$ cat src/rtl/uart_rx_ctrl_pkg.sv
// Shared types and constants for the UART receive control front-end.
// FSM state encoding, legal prescale values, reset prescale and watchdog multiplier.
package uart_rx_ctrl_pkg;

    typedef enum logic {
        IDLE   = 1'b0,
        ACTIVE = 1'b1
    } rx_state_e;

    localparam logic [5:0] PRESCALE_8     = 6'd8;
    localparam logic [5:0] PRESCALE_16    = 6'd16;
    localparam logic [5:0] PRESCALE_32    = 6'd32;
    localparam logic [5:0] RST_PRESCALE   = PRESCALE_8;
    localparam int         TIMEOUT_MULT   = 12;

    function automatic logic prescale_legal(input logic [5:0] p);
        return (p == PRESCALE_8) || (p == PRESCALE_16) || (p == PRESCALE_32);
    endfunction

endpackage

$ cat src/rtl/uart_rx_ctrl_fifo.sv
// Synchronous receive FIFO: 1-cycle push-to-head latency, head shown as 0 while empty.
// Push while full without a same-cycle pop is dropped and flagged on drop_o.
module uart_rx_ctrl_fifo #(
    parameter int DW    = 8,
    parameter int DEPTH = 4
) (
    input  logic          clk,
    input  logic          rst_n,
    input  logic          push_i,
    input  logic [DW-1:0] push_dat_i,
    input  logic          pop_i,
    output logic [DW-1:0] head_dat_o,
    output logic          full_o,
    output logic          empty_o,
    output logic          drop_o
);
    localparam int AW = $clog2(DEPTH);

    logic [AW:0]   wr_ptr_q, wr_ptr_d;
    logic [AW:0]   rd_ptr_q, rd_ptr_d;
    logic [DW-1:0] mem_q [DEPTH];
    logic          do_push, do_pop;

    // Extra pointer MSB distinguishes full from empty when the index bits match.
    assign empty_o = (wr_ptr_q == rd_ptr_q);
    assign full_o  = (wr_ptr_q[AW] != rd_ptr_q[AW]) &&
                     (wr_ptr_q[AW-1:0] == rd_ptr_q[AW-1:0]);

    assign do_pop  = pop_i && !empty_o;
    assign do_push = push_i && (!full_o || do_pop);
    assign drop_o  = push_i && full_o && !do_pop;

    assign wr_ptr_d = do_push ? wr_ptr_q + 1'b1 : wr_ptr_q;
    assign rd_ptr_d = do_pop  ? rd_ptr_q + 1'b1 : rd_ptr_q;

    assign head_dat_o = empty_o ? '0 : mem_q[rd_ptr_q[AW-1:0]];

    always_ff @(posedge clk or negedge rst_n) begin
        if (!rst_n) begin
            wr_ptr_q <= '0;
            rd_ptr_q <= '0;
        end else begin
            wr_ptr_q <= wr_ptr_d;
            rd_ptr_q <= rd_ptr_d;
        end
    end

    always_ff @(posedge clk) begin
        if (do_push) begin
            mem_q[wr_ptr_q[AW-1:0]] <= push_dat_i;
        end
    end

endmodule

$ cat src/rtl/uart_rx_ctrl.sv
// UART receive control: frame FSM, between-frame config apply, byte FIFO, error counters.
// Optional watchdog under UART_RX_CTRL_TIMEOUT_EN adds a timeout pulse output.
module uart_rx_ctrl
    import uart_rx_ctrl_pkg::*;
#(
    parameter int DATA_WIDTH    = 8,
    parameter int FIFO_DEPTH    = 4,
    parameter int ERR_CNT_WIDTH = 8
) (
    input  logic                     CLK,
    input  logic                     RST,
    input  logic                     cfg_wr,
    input  logic [5:0]               cfg_prescale,
    input  logic                     cfg_par_en,
    input  logic                     cfg_par_typ,
    output logic [5:0]               prescale,
    output logic                     PAR_EN,
    output logic                     PAR_TYP,
    output logic                     cfg_pending,
    output logic                     cfg_err,
    input  logic                     RX_IN,
    input  logic [DATA_WIDTH-1:0]    P_DATA,
    input  logic                     data_valid,
    input  logic                     par_err,
    input  logic                     stp_err,
    input  logic                     strt_glitch,
    output logic                     rd_valid,
    output logic [DATA_WIDTH-1:0]    rd_data,
    input  logic                     rd_ready,
    output logic                     overflow,
    input  logic                     clr,
`ifdef UART_RX_CTRL_TIMEOUT_EN
    output logic                     timeout,
`endif
    output logic [ERR_CNT_WIDTH-1:0] par_err_cnt,
    output logic [ERR_CNT_WIDTH-1:0] stp_err_cnt,
    output logic [ERR_CNT_WIDTH-1:0] glitch_cnt,
    output logic                     busy
);
    rx_state_e  state_q;
    logic       rx_prev_q;
    logic [5:0] sh_prescale_q;
    logic       sh_par_en_q, sh_par_typ_q;
    logic       fall, frame_end, cfg_ok, fifo_empty, fifo_full, fifo_drop;

    assign fall      = rx_prev_q && !RX_IN;
    assign frame_end = data_valid || par_err || stp_err || strt_glitch;
    assign cfg_ok    = prescale_legal(cfg_prescale);
    assign busy      = (state_q == ACTIVE);

`ifdef UART_RX_CTRL_TIMEOUT_EN
    logic [9:0] wdog_q;
    logic [9:0] wdog_limit;
    assign wdog_limit = 10'(TIMEOUT_MULT) * {4'd0, prescale};
`endif

    always_ff @(posedge CLK or negedge RST) begin
        if (!RST) begin
            state_q       <= IDLE;
            rx_prev_q     <= 1'b1;
            sh_prescale_q <= RST_PRESCALE;
            sh_par_en_q   <= 1'b0;
            sh_par_typ_q  <= 1'b0;
            prescale      <= RST_PRESCALE;
            PAR_EN        <= 1'b0;
            PAR_TYP       <= 1'b0;
            cfg_pending   <= 1'b0;
            cfg_err       <= 1'b0;
`ifdef UART_RX_CTRL_TIMEOUT_EN
            wdog_q        <= '0;
            timeout       <= 1'b0;
`endif
        end else begin
            rx_prev_q <= RX_IN;
            cfg_err   <= cfg_wr && !cfg_ok;
`ifdef UART_RX_CTRL_TIMEOUT_EN
            timeout   <= 1'b0;
`endif
            case (state_q)
                IDLE: begin
                    if (fall) begin
                        state_q <= ACTIVE;
`ifdef UART_RX_CTRL_TIMEOUT_EN
                        wdog_q  <= '0;
`endif
                    end
                end
                default: begin
                    if (frame_end) begin
                        state_q <= IDLE;
`ifdef UART_RX_CTRL_TIMEOUT_EN
                    end else if (wdog_q == wdog_limit) begin
                        state_q <= IDLE;
                        timeout <= 1'b1;
                    end else begin
                        wdog_q  <= wdog_q + 1'b1;
`endif
                    end
                end
            endcase
            // Apply only while idle and not about to start a frame; a write in the
            // same cycle still lands in the shadow and stays pending.
            if (cfg_pending && state_q == IDLE && !fall) begin
                prescale    <= sh_prescale_q;
                PAR_EN      <= sh_par_en_q;
                PAR_TYP     <= sh_par_typ_q;
                cfg_pending <= 1'b0;
            end
            if (cfg_wr && cfg_ok) begin
                sh_prescale_q <= cfg_prescale;
                sh_par_en_q   <= cfg_par_en;
                sh_par_typ_q  <= cfg_par_typ;
                cfg_pending   <= 1'b1;
            end
        end
    end

    always_ff @(posedge CLK or negedge RST) begin
        if (!RST) begin
            par_err_cnt <= '0;
            stp_err_cnt <= '0;
            glitch_cnt  <= '0;
            overflow    <= 1'b0;
        end else if (clr) begin
            par_err_cnt <= '0;
            stp_err_cnt <= '0;
            glitch_cnt  <= '0;
            overflow    <= 1'b0;
        end else begin
            if (par_err && !(&par_err_cnt))     par_err_cnt <= par_err_cnt + 1'b1;
            if (stp_err && !(&stp_err_cnt))     stp_err_cnt <= stp_err_cnt + 1'b1;
            if (strt_glitch && !(&glitch_cnt))  glitch_cnt  <= glitch_cnt + 1'b1;
            if (fifo_drop)                      overflow    <= 1'b1;
        end
    end

    uart_rx_ctrl_fifo #(
        .DW    (DATA_WIDTH),
        .DEPTH (FIFO_DEPTH)
    ) u_fifo (
        .clk        (CLK),
        .rst_n      (RST),
        .push_i     (data_valid),
        .push_dat_i (P_DATA),
        .pop_i      (rd_ready),
        .head_dat_o (rd_data),
        .full_o     (fifo_full),
        .empty_o    (fifo_empty),
        .drop_o     (fifo_drop)
    );

    assign rd_valid = !fifo_empty;

    logic unused_full;
    assign unused_full = fifo_full;

endmodule

$ cat config.mk
export PLATFORM = sky130hd
export DESIGN_NAME = uart_rx_ctrl
export DESIGN_NICKNAME = d
export VERILOG_FILES = /design/src/rtl/uart_rx_ctrl_pkg.sv /design/src/rtl/uart_rx_ctrl_fifo.sv /design/src/rtl/uart_rx_ctrl.sv
export SDC_FILE = /design/constraint.sdc
export NUM_CORES = 1
export LEC_CHECK = 0
export ABC_AREA = 0
export BUFFER_PORTS_ARGS = -buffer_cell sky130_fd_sc_hd__buf_2
export CELL_PAD_IN_SITES_DETAIL_PLACEMENT = 0
export CELL_PAD_IN_SITES_GLOBAL_PLACEMENT = 1
export CORE_UTILIZATION = 45
export CTS_CLUSTER_DIAMETER = 30
export DETAILED_ROUTE_END_ITERATION = 10
export PLACE_DENSITY_LB_ADDON = 0.08
export SYNTH_ARGS = -nofsm -noshare
export SYNTH_HDL_FRONTEND = slang
export SYNTH_SLANG_ARGS = --single-unit
$ cat constraint.sdc
create_clock -name CLK -period 2.35 [get_ports CLK]
set_clock_uncertainty 0.15 [all_clocks]
set_input_delay 0.1175 -clock CLK [delete_from_list [all_inputs] [get_ports CLK]]
set_output_delay 0.1175 -clock CLK [all_outputs]
set_load 0.01 [all_outputs]
==> impl_metrics.py, run 1 <==
metrics = {
    "synth": {
        "synth_area_per_cell_um2": 13.7,
        "synth_ff_type": "dfrtp_1",
        "synth_seq_area_share_pct": 58.8,
        "synth_seq_cells": 83,
        "synthDistinctLibCells": 55,
        "yosysWarnings": 0,
        "yosys.area.top_type": "dfrtp_1",
        "synth_area_leaders": "dfrtp_1 32%, edfxtp_1 25%, mux2_2 5.0%",
        "synth_fp_nets": 312,
        "synth_edf_count": 32,
        "synthArstFlopShare_pct": 61.4,
        "syn_area_um2": 3810,
        "synth_top_area_share_pct": 31.5,
        "netlist_instances": 278,
    },
    "sta": {
        "slew_viol_final": 0,
        "fin_tns_setup_ns": 0,
        "worst_pin_slew_ns": 0.586,
        "rsz0062_at_grt": "no",
        "fin_crit_sh_pct": 92.0,
        "max_clock_freq_mhz": 462,
        "slew_headroom_pct": 60.4,
        "hold_viol_final": 0,
        "setup_viol": 0,
        "period_minus_slack_ns": 2.16,
    },
    "worst_hold_path": {
        "hp-start": "cfg_prescale[1]",
        "hold_class": "in -> reg",
        "holdPathStages": 5,
        "min_delay_worst_endpoint": "sh_prescale_q[3]",
    },
    "global_routing": {
        "grt_pass1_vias": 2463,
        "grt_antenna_before_repair": 0,
        "grt_max_degree": 35,
        "grt_pass1_wl_um": 12100,
        "grt_overflow": 0,
        "track_usage_pct": 18.0,
    },
    "placement": {
        "hpwl_um": 5110,
        "place_inst": 450,
        "portBuffers": 70,
        "gp_congestion": 0.754,
    },
    "floorplan": {
        "die-area_um2": 8840,
        "num_io_pins": 71,
        "die_width_um": 94.0,
        "start_util_pct": 46.4,
        "row_count": 33,
        "fp.dieH_um": 94.0,
        "coreArea_um2": 8220,
    },
    "route": {
        "route.met2.wl_um": 3420,
        "drt-met1-wl_um": 3580,
        "vias": 2594,
        "drt_iter0_drc": 75,
        "drt_wl_total_um": 7410,
        "wire_per_inst_um": 15.1,
        "drt-pass1-iter-count": 4,
        "drc": 0,
        "met3_length_um": 298,
        "avgViaCountPerCell": 5.29,
        "highest_layer": "met4",
        "ant_nets": 0,
    },
    "worst_setup_path": {
        "critPathKind": "reg -> out",
        "crit_arrival_ns": 1.89,
        "r2r_setup_slack_ns": 0.33,
        "rr_worst_depth": 4,
        "cp.required_ns": 2.08,
        "r2r_start": "par_err_cnt[0]",
        "end_kind": "primary output",
        "crit_fanout": 9,
        "start_kind": "register",
        "reg2reg_to": "par_err_cnt[5]",
    },
    "final_layout": {
        "num_antenna_cells": 0,
        "drive_gt1_share_pct": 34.0,
        "fin_cells": 490,
        "nFillCells": 687,
        "syn_to_final_growth_pct": 24.2,
        "nNetsFinal": 414,
    },
    "cts": {
        "cts_tree": "built",
        "cts_buffer_depth": 2,
        "htree_levels": 3,
        "clk_pin_slew_ns": 0.10,
        "cts_sinks": 83,
        "cts_root_buf": "clkbuf_8",
        "numCtsBuffers": 9,
        "clock_latency_ns": 0.35,
    },
    "power": {
        "peakVddDrop_mv": 0.359,
        "power_density_nw_per_um2": 885,
        "power.leakage_nw": 2.04,
    },
    "job": {
        "max_cap_viol_count": 0,
    },
    "outcome": {
        "status": "completed",
    },
}
## worst max path at each step
stage,from,to
2_1_floorplan,par_err_cnt[0],par_err_cnt[5]
3_3_place_gp,u_fifo.wr_ptr_q[1],rd_data[5]
3_5_place_dp,u_fifo.wr_ptr_q[1],rd_data[5]
4_1_cts,u_fifo.wr_ptr_q[1],rd_data[5]
5_1_grt,u_fifo.wr_ptr_q[1],rd_data[1]
6_report,u_fifo.wr_ptr_q[1],rd_data[5]
## stage by stage
step | hold WS (ns) | power [mW] | worst slack [ns] | util, % | area (um^2)
6_report | 0.107 | 4.19 | 0.188 | 57.6 | 4730
4_1_cts | 0.0963 | 4.23 | 0.132 | 57.6 | 4730
3_3_place_gp | -0.00665 | 3.18 | 0.273 | 52.3 | 4300
5_1_grt | 0.123 | 4.46 | 0.0354 | 57.6 | 4730
3_5_place_dp | -0.00874 | 3.21 | 0.195 | 52.3 | 4300
2_1_floorplan | -0.328 | 2.78 | 0.442 | - | 3810
## critical path, cell delays in order (launching register included)
cell	delay, ns
dfrtp_1	0.46
xor2_2	0.21
nor3_2	0.50
and2b_1	0.25
buf_2	0.13
## registers in the layout, summed over array words and instances (netlist names), 3 cells and up
signal and flops:
prescale 6, u_fifo.wr_ptr_q 3, par_err_cnt 8, u_fifo.mem_q 32, sh_prescale_q 6, u_fifo.rd_ptr_q 3
glitch_cnt 8, stp_err_cnt 8
## where the power goes
part / internal, mW / switching [mW]
combinational: 0.647 / 0.678
sequential: 1.76 / 0.123
clock: 0.410 / 0.576
total: 2.81 / 1.38
## cells in the mapped netlist, types with 4 or more instances
cell / n
a21boi_0: 7
and3_2: 4
nand2_1: 6
mux4_2: 8
nand2b_1: 8
edfxtp_1: 32
inv_1: 7
and4_1: 8
and3_1: 5
a211oi_1: 10
nor2b_1: 10
mux2_2: 17
nor3_1: 6
clkbuf_1: 6
a21oi_1: 9
ha_1: 8
a31oi_1: 5
o21ai_0: 6
nor2_1: 7
dfrtp_1: 48
xnor2_1: 4
## cells by family after synthesis
family,synth area share [%]
buf+inv,1.77
compound gates,9.98
simple gates,14.2
mux,10.5
flops,58.8
fa+ha+maj,2.63
xor+xnor,2.04
## layer usage
| metal | global-route usage [%] | vias up |
|---|---|---|
| met5 | 0 | - |
| met4 | 6.28 | 0 |
| met3 | 4.61 | 10 |
| met2 | 27.4 | 52 |
| met1 | 25.0 | 1253 |
| li1 | - | 1279 |
## placed cells by master (no fill, tap or decap), types with 8 or more instances in the layout
cell type,count
clkbuf_8,9
edfxtp_1,32
a211oi_1,10
mux4_2,8
ha_1,8
nor2b_1,10
and4_1,8
a21oi_1,9
buf_2,70
nand2b_1,8
mux2_2,17
dlygate4sd3_1,24
dfrtp_1,48
## final cells by class
| cell class | count | area, um^2 | area share (%) |
|---|---|---|---|
| inverters | 7 | 26.3 | 0.555 |
| multi-input cells | 180 | 1510 | 31.8 |
| clock inverters | 7 | 63.8 | 1.35 |
| flip-flops and latches | 83 | 2240 | 47.3 |
| clock buffers | 9 | 124 | 2.62 |
| well taps | 105 | 131 | 2.78 |
| repair buffers | 99 | 641 | 13.5 |
## repair_timing
| action | in CTS | in global routing |
|---|---|---|
| setup endpoints to repair | 9 | 0 |
| gates resized for setup | 1 | 0 |
| hold endpoints to repair | 65 | 0 |
| setup buffers | 0 | 0 |
| hold buffers | 24 | 0 |
(Power assumes the default switching activity.)
==> run 2: changes to the inputs <==
- BUFFER_PORTS_ARGS: -buffer_cell sky130_fd_sc_hd__buf_2 -> -buffer_cell sky130_fd_sc_hd__buf_4
- clock period: 2.35 -> 2.3 ns (I/O delays scaled with it)
==> run 2 against run 1 <==
Sequential power rose by 3%; final cell count unchanged; power increased by 6.7%.
==> impl_metrics.py, run 2 (same netlist as run 1, synthesis figures left out) <==
metrics = {
    "route": {
        "avgViaCountPerCell": 5.40,
        "ant_nets": 0,
        "wire_per_inst_um": 16.0,
        "drc": 0,
        "vias": 2646,
        "drt_iter0_drc": 62,
        "drt-pass1-iter-count": 4,
        "drt_wl_total_um": 7850,
    },
    "power": {
        "internal-power_mw": 3.00,
        "finalPower_mw": 4.47,
        "power_density_nw_per_um2": 910,
        "power.leakage_nw": 2.07,
        "combPwrFrac_pct": 33.9,
        "switching_share_pct": 32.8,
        "clockPowerShare_pct": 23.0,
        "peakVddDrop_mv": 0.442,
        "p_seq_share_pct": 43.1,
        "power.switching_mw": 1.47,
    },
    "sta": {
        "fin_crit_sh_pct": 92.6,
        "period_minus_slack_ns": 2.13,
        "hold_ws_ns": 0.0111,
        "max_clock_freq_mhz": 469,
        "hold_viol_final": 0,
        "slew_headroom_pct": 56.2,
        "worst_pin_slew_ns": 0.656,
        "slew_viol_final": 0,
        "setup_viol": 0,
        "rsz0062_at_grt": "no",
        "fin_tns_setup_ns": 0,
    },
    "worst_setup_path": {
        "crit_arrival_ns": 2.29,
        "start_kind": "register",
        "crit_fanout": 6,
        "critPathKind": "reg -> reg",
        "cp.required_ns": 2.46,
        "end_kind": "register",
    },
    "final_layout": {
        "largest_reg_flops": 32,
        "finalInstanceArea_um2": 4910,
        "nFillCells": 655,
        "drive_gt1_share_pct": 33.8,
        "num_antenna_cells": 0,
        "multi_input_area_um2": 1510,
        "final_cell_mix": "74 x buf_4, 48 x dfrtp_1, 32 x edfxtp_1, 25 x dlygate4sd3_1, 17 x mux2_2",
        "register_area_um2": 2240,
        "nNetsFinal": 414,
        "fin_cells": 490,
        "layout_commonest_cell": "buf_4",
        "syn_to_final_growth_pct": 28.8,
    },
    "floorplan": {
        "num_io_pins": 71,
        "start_util_pct": 46.4,
        "die-area_um2": 8840,
        "fp.dieH_um": 94.0,
        "row_count": 33,
        "die_width_um": 94.0,
        "coreArea_um2": 8220,
    },
    "cts": {
        "htree_levels": 3,
        "cts_tree": "built",
        "clock_latency_ns": 0.36,
        "cts_buffer_depth": 2,
        "cts_root_buf": "clkbuf_8",
        "clk_pin_slew_ns": 0.10,
        "numCtsBuffers": 9,
        "cts_sinks": 83,
    },
    "placement": {
        "place_inst": 449,
        "placed_area_um2": 4460,
        "hpwl_um": 5250,
        "gp_congestion": 0.750,
        "portBuffers": 70,
    },
    "global_routing": {
        "grt_max_degree": 52,
        "grt_overflow": 0,
        "track_usage_pct": 18.9,
        "grt_antenna_before_repair": 0,
        "grt_pass1_wl_um": 12700,
        "grt_pass1_vias": 2644,
    },
    "outcome": {
        "status": "completed",
    },
    "worst_hold_path": {
        "hold_class": "in -> reg",
    },
    "job": {
        "max_cap_viol_count": 0,
    },
}
run 2: cell count changes in the layout (fill, tap and decap cells not counted):
| cell | delta |
|---|---|
| dlygate4sd3_1 | +1 |
| inv_6 | -1 |
| nor3_2 | -1 |
| nor3_4 | +1 |
| buf_12 | -1 |
| inv_8 | +1 |
| buf_2 | -70 |
| buf_4 | +70 |
run 2: worst paths after layout:
check | start | endpoint | slack [ns] | cells past startpoint
worst max-delay path | u_fifo.wr_ptr_q[1] | overflow | 0.17 | 4
worst min-delay path | clr | stp_err_cnt[2] | 0.01 | 2
worst max register to register | u_fifo.wr_ptr_q[1] | overflow | 0.17 | 4
worst min register to register | sh_prescale_q[1] | sh_prescale_q[1] | 0.34 | 1
max in group asynchronous | RST | par_err_cnt[1] | 1.39 | 2
min in group asynchronous | RST | glitch_cnt[5] | 0.16 | 2
run 2: power groups by stage:
stage / logic [mW] / clock network, mW / registers (mW)
after floorplan: 0.887 / 0 / 1.95
after global placement: 1.43 / 0 / 1.95
after detailed placement: 1.46 / 0 / 1.96
after CTS: 1.51 / 1.05 / 1.93
after global routing: 1.66 / 1.11 / 1.95
final: 1.51 / 1.03 / 1.93
run 2: routing by layer:
layer	wire, um	vias up	GRT usage (%)	share of wire [%]
li1	-	1273	-	-
met1	3690	1313	25.1	47
met2	3800	51	30.0	48
met3	242	9	3.80	3.1
met4	118	0	8.59	1.5
met5	0	-	0	0
run 2: final cells by class:
type | count | area share [%]
sequential | 83 | 45.7
clock inverter | 7 | 1.35
tap | 105 | 2.68
timing repair buffer | 99 | 16.4
clock buffer | 9 | 2.52
inverter | 7 | 0.535
multi-input combinational | 180 | 30.8
run 2: per-stage QoR:
step | util, % | setup slack (ns)
6_report | 59.7 | 0.170
5_1_grt | 59.7 | 0.0593
4_1_cts | 59.6 | 0.0932
3_5_place_dp | 54.2 | 0.170
3_3_place_gp | 54.2 | 0.214
2_1_floorplan | - | 0.392
run 2: worst max-delay path: stages (launching register included):
cell,delay (ns)
dfrtp_1,0.45
xor2_2,0.22
or4_4,0.55
o22ai_1,0.14
dlygate4sd3_1,0.56
run 2: timing repair:
action / 4_1_cts / 5_1_grt
setup buffers: 0 / 0
endpoints found under the hold margin: 96 / 0
gates resized for setup: 1 / 1
hold buffers: 25 / 0
gates cloned: 0 / 0
setup endpoints to repair: 9 / 2
